[config.mk]
export PLATFORM = sky130hd
export DESIGN_NAME = encode_4_2_pri_seq
export DESIGN_NICKNAME = d
export VERILOG_FILES = /design/src/rtl/encode_4_2_pri_seq_pkg.sv /design/src/rtl/encode_4_2_pri_seq_pri_enc_comb.sv /design/src/rtl/encode_4_2_pri_seq.sv
export SDC_FILE = /design/constraint.sdc
export NUM_CORES = 1
export LEC_CHECK = 0
export BUFFER_PORTS_ARGS = -buffer_cell sky130_fd_sc_hd__buf_2
export CAP_MARGIN = 20
export CORE_AREA = 2 2 39 41
export CTS_BUF_LIST = sky130_fd_sc_hd__clkbuf_16
export DETAILED_ROUTE_END_ITERATION = 8
export DIE_AREA = 0 0 41 43
export PLACE_DENSITY_LB_ADDON = 0.2
export SLEW_MARGIN = 10
export SYNTH_ARGS = -nofsm -noshare
export SYNTH_HDL_FRONTEND = slang
export SYNTH_SLANG_ARGS = --single-unit
[constraint.sdc]
create_clock -name clk -period 1 [get_ports clk]
set_input_delay 0.1 -clock clk [delete_from_list [all_inputs] [get_ports clk]]
set_output_delay 0.1 -clock clk [all_outputs]
set_load 0.03 [all_outputs]
[src/rtl/encode_4_2_pri_seq_pkg.sv]
// -----------------------------------------------------------------------------
// encode_4_2_pri_seq_pkg
// Shared definitions for the registered priority encoder with sticky pending
// requests:
//   - state_t : presentation FSM encoding (ST_IDLE = 1'b0, ST_PRES = 1'b1)
//   - ENC_N   : default number of request lines
//   - ENC_W   : default code width (log2 of ENC_N)
// -----------------------------------------------------------------------------
package encode_4_2_pri_seq_pkg;

  typedef enum logic {
    ST_IDLE = 1'b0,
    ST_PRES = 1'b1
  } state_t;

  localparam int ENC_N = 4;
  localparam int ENC_W = 2;

endpackage : encode_4_2_pri_seq_pkg

[src/rtl/encode_4_2_pri_seq_pri_enc_comb.sv]
// -----------------------------------------------------------------------------
// pri_enc_comb
// Purely combinational highest-index-wins priority encoder.
// Ports:
//   req  input  [N-1:0]  request vector (bit N-1 has highest priority)
//   idx  output [W-1:0]  index of the highest set bit (0 when none set)
//   any  output          at least one request bit is set
// -----------------------------------------------------------------------------
module pri_enc_comb #(
  parameter int N = 4,
  parameter int W = 2
) (
  input  logic [N-1:0] req,
  output logic [W-1:0] idx,
  output logic         any
);

  // Scan upward so the last (highest) set bit overwrites lower ones.
  always_comb begin
    idx = {W{1'b0}};
    for (int k = 0; k < N; k++) begin
      idx = req[k] ? W'(k) : idx;
    end
    any = |req;
  end

endmodule : pri_enc_comb

[src/rtl/encode_4_2_pri_seq.sv]
// -----------------------------------------------------------------------------
// encode_4_2_pri_seq
// Registered priority encoder with sticky pending requests. Requests are
// captured into a pending register; the highest-index pending request is
// presented as a binary code with a valid/ack handshake and cleared when
// accepted. Every served code is followed by at least one V=0 cycle.
// Ports:
//   clk    input         rising-edge clock
//   rst_n  input         synchronous active-low reset
//   En     input         capture enable for new requests
//   I      input [N-1:0] request lines, level-sampled each clk
//   ack    input         consumer accepts the presented code
//   Y      output[W-1:0] encoded index of the presented request
//   V      output        Y is valid
//   pend   output[N-1:0] current pending register
//   ovf    output        (only with ENCODE_OVF_EN) sticky flag: a request
//                        arrived for a bit that was already pending
// Optional feature macro: ENCODE_OVF_EN
// -----------------------------------------------------------------------------
module encode_4_2_pri_seq
  import encode_4_2_pri_seq_pkg::*;
#(
  parameter int N = ENC_N,
  parameter int W = ENC_W
) (
  input  logic         clk,
  input  logic         rst_n,
  input  logic         En,
  input  logic [N-1:0] I,
  input  logic         ack,
  output logic [W-1:0] Y,
  output logic         V,
  output logic [N-1:0] pend
`ifdef ENCODE_OVF_EN
  ,
  output logic         ovf
`endif
);

  state_t         state_r, state_nxt_s;
  logic [N-1:0]   pend_r, pend_nxt_s, set_s, clr_s;
  logic [W-1:0]   y_r, y_nxt_s, enc_s;
  logic           v_r, v_nxt_s, any_s;

  // One-hot mask selecting a single pending bit by its index.
  function automatic logic [N-1:0] idx_mask(input logic [W-1:0] idx);
    logic [N-1:0] m;
    m      = {N{1'b0}};
    m[idx] = 1'b1;
    return m;
  endfunction

  pri_enc_comb #(
    .N(N),
    .W(W)
  ) u_pri_enc (
    .req(pend_r),
    .idx(enc_s),
    .any(any_s)
  );

  // Pending update: set is applied after clear so a same-cycle re-request wins.
  always_comb begin
    set_s = {N{En}} & I;
    if ((state_r == ST_PRES) && ack) begin
      clr_s = idx_mask(y_r);
    end else begin
      clr_s = {N{1'b0}};
    end
    pend_nxt_s = (pend_r & ~clr_s) | set_s;
  end

  // Presentation FSM: the code is latched on leaving IDLE and held during PRES.
  always_comb begin
    state_nxt_s = state_r;
    y_nxt_s     = y_r;
    v_nxt_s     = v_r;
    case (state_r)
      ST_IDLE: begin
        if (any_s) begin
          y_nxt_s     = enc_s;
          v_nxt_s     = 1'b1;
          state_nxt_s = ST_PRES;
        end else begin
          v_nxt_s     = 1'b0;
        end
      end
      ST_PRES: begin
        if (ack) begin
          v_nxt_s     = 1'b0;
          state_nxt_s = ST_IDLE;
        end else begin
          v_nxt_s     = 1'b1;
        end
      end
      default: begin
        v_nxt_s     = 1'b0;
        state_nxt_s = ST_IDLE;
      end
    endcase
  end

  // State, pending and output registers.
  always_ff @(posedge clk) begin
    if (!rst_n) begin
      state_r <= ST_IDLE;
      pend_r  <= {N{1'b0}};
      y_r     <= {W{1'b0}};
      v_r     <= 1'b0;
    end else begin
      state_r <= state_nxt_s;
      pend_r  <= pend_nxt_s;
      y_r     <= y_nxt_s;
      v_r     <= v_nxt_s;
    end
  end

  assign Y    = y_r;
  assign V    = v_r;
  assign pend = pend_r;

`ifdef ENCODE_OVF_EN
  logic ovf_r;

  // Sticky merge detector: uses pend_r before this edge's clear.
  always_ff @(posedge clk) begin
    if (!rst_n) begin
      ovf_r <= 1'b0;
    end else begin
      ovf_r <= ovf_r | (|(set_s & pend_r));
    end
  end

  assign ovf = ovf_r;
`endif

endmodule : encode_4_2_pri_seq

==> metrics.cfg <==
[run_status]
status=finished, final reports clean

[sta]
tns_ns=0
max_slew_margin_pct=83.60
layout_min_cycle_time_ns=0.9727
holdWs_ns=0.1050
worst_slack_ns=0.02734
finalHoldViolCount=0
skew_ns=0.001797
fmax_mhz=1028
rsz0062_at_grt=true
tightestPinTransition_ns=0.2442
drv_slew=0
post-route-period-util_pct=97.27
setup_viol_count_final=0

[logic_synthesis]
synth_top_area_cell=dfxtp_1
syn_area_per_cell_um2=9.403
yosysWarnings=0
ys.flop_type=dfxtp_1
synth_seq_cells=7
syn_area_um2=310.3
post-synth-top-count-cell=dfxtp_1
synth_edf_count=0
synthTopCellsByArea=dfxtp_1, nor4_4, nand2_1, a21boi_1, a22oi_1
synth_commonest_cells=dfxtp_1, nand2_1
syn_inst=33
synth_seq_area_share_pct=45.16
async_flop_share_pct=0
syn_nets=41
synth.top_cell.area_share_pct=45.16
yosysUniqueCellTypes=17

[power_and_ir_drop]
ir_drop_mv=1.261
powerDensity_nw_per_um2=2419
p_leak_uw=0.0002240

[routing]
wl_um=748
drt-initial-drc-count=6
drc=0
drtAntennaViolNets=0
routedWlPerCell_um=11.16
vias_per_cell=4.896
vias=328
drtPass1Iterations=4

[floorplanning]
rows=14
die_y_um=43
die_w_um=41
die_area_um2=1763
coreArea_um2=1384
ios=15
initial_core_util_pct=22.42

[final_layout]
final_cells=67
final_nets=60
diodes=0
drive_above_1_share_pct=49.02
synthToLayoutAreaGrowth_pct=59.27
fin_util_pct=35.71

[setup_path]
crit_slowest_cell=dfxtp_1
crit_path_start_kind=register
critical-path-max-stage-delay_ns=0.41
cpLargestDelayFamily=flip-flops
r2r_start=pend[0]$_SDFF_PN0_
required_ns=0.90
crit_type=register to output pin
crit_chain=buf_2
crit_buf_inv=1
ff2ff_setup_slack_ns=0.03
r2r-end=Y[0]$_SDFFE_PN0P_
cp_max_fo=6
arrival_ns=0.87
ff2ff_path_depth=3
crit_path_end_kind=output pin

[clock_network]
post_cts_buffers=0
ctsRootBufferMaster=clkbuf_16
cts_sinks=7
clk_latency_ns=0.23
htree_levels=1
clk_pin_slew_ns=0.03
cts_tree=done
cts_buffer_depth=2
numCtsBuffers=3

[global_route]
grt_pass1_vias=274
globalRouteTotalUtil_pct=10.48
antenna_found_initial=0
grt_pass1_wl_um=1200
grt_overflow=0
grt_max_degree=10

[min_path]
min-delay-start=I[0]
hp-class=input pin to register
min_path_cells=3
hold_path_end=pend[0]$_SDFF_PN0_

[run]
maxCapViolCount=0

[placed_design]
dp_hpwl_um=586.3
dp_slack_ns=0.03775
dp.cells=63
place_congestion=0.8116
portBuffers=14

power breakdown:
part,switching (µW),leakage (µW),internal [µW]
Sequential,45.3,0.0000599,313
Clock,146,0.0000423,519
Combinational,100,0.000122,71.8
Total,291,0.000224,904
cells by family after synthesis:
group                  after synthesis  synth area share (%)
and+or+nand+nor                     11                 23.39
AOI/OAI and AO/OA                   12                 27.42
DFF                                  7                 45.16
buffers and inverters                3                 4.032
through the flow:
step,power [µW],area [µm²]
final,1196,494.2
after global routing,1246,494.2
after CTS,1200,488.0
after detailed placement,529.3,409.1
after global placement,531.8,409.1
after floorplan,469.4,319.1
worst max path at each step:
stage	from	slack, ns	depth (start not counted)	endpoint
floorplan	V$_SDFF_PN0_	-0.01	4	pend[0]$_SDFF_PN0_
global placement	pend[0]$_SDFF_PN0_	0.05	3	Y[0]$_SDFFE_PN0P_
detailed placement	pend[0]$_SDFF_PN0_	0.04	3	Y[0]$_SDFFE_PN0P_
CTS	pend[3]$_SDFF_PN0_	0.01	2	pend[3]
global route	pend[0]$_SDFF_PN0_	-0.02	3	Y[0]$_SDFFE_PN0P_
finish	Y[0]$_SDFFE_PN0P_	0.03	1	Y[0]
cells in the final DEF, fill, tap and decap left out:
master,count
nand4_1,1
o311a_1,1
nor4_4,1
o21ai_0,1
nand4b_1,1
a22oi_1,2
dfxtp_2,6
inv_1,3
buf_2,12
clkbuf_4,1
o211ai_1,2
nand2_1,5
nor2b_1,2
a21boi_1,2
a21oi_1,2
o21bai_1,1
buf_4,2
dfxtp_1,1
nand3_1,1
clkbuf_16,3
o31ai_1,1
registers in the layout, summed over array words and instances, names as in the netlist:
| signal | flops |
|---|---|
| V | 1 |
| pend | 4 |
| Y | 2 |
worst reg2reg max path: stages (launching register included):
cell and delay, ns:
dfxtp_2 0.33, nor4_4 0.31, o21bai_1 0.10, o311a_1 0.12
layer usage:
metal	vias to the layer above	GRT usage, %	wire length (µm)
met4	0	6.667	41
met2	19	13.75	316
met3	6	6.283	72
li1	159	-	-
met1	144	12.38	318
met5	-	0	0
final cells by class:
class	instances	area, µm²
Timing Repair Buffer	15	82.58
Inverter	2	7.507
Multi-Input combinational cell	23	157.7
Sequential cell	7	147.6
Fill cell	144	889.6
Tap cell	16	20.02
Clock buffer	3	75.07
Clock inverter	1	3.754
timing repair:
action,4_1_cts,5_1_grt
resized for setup,0,4
setup endpoints to repair,0,4
hold buffers,0,0
Power figures use the tool's default switching activity.
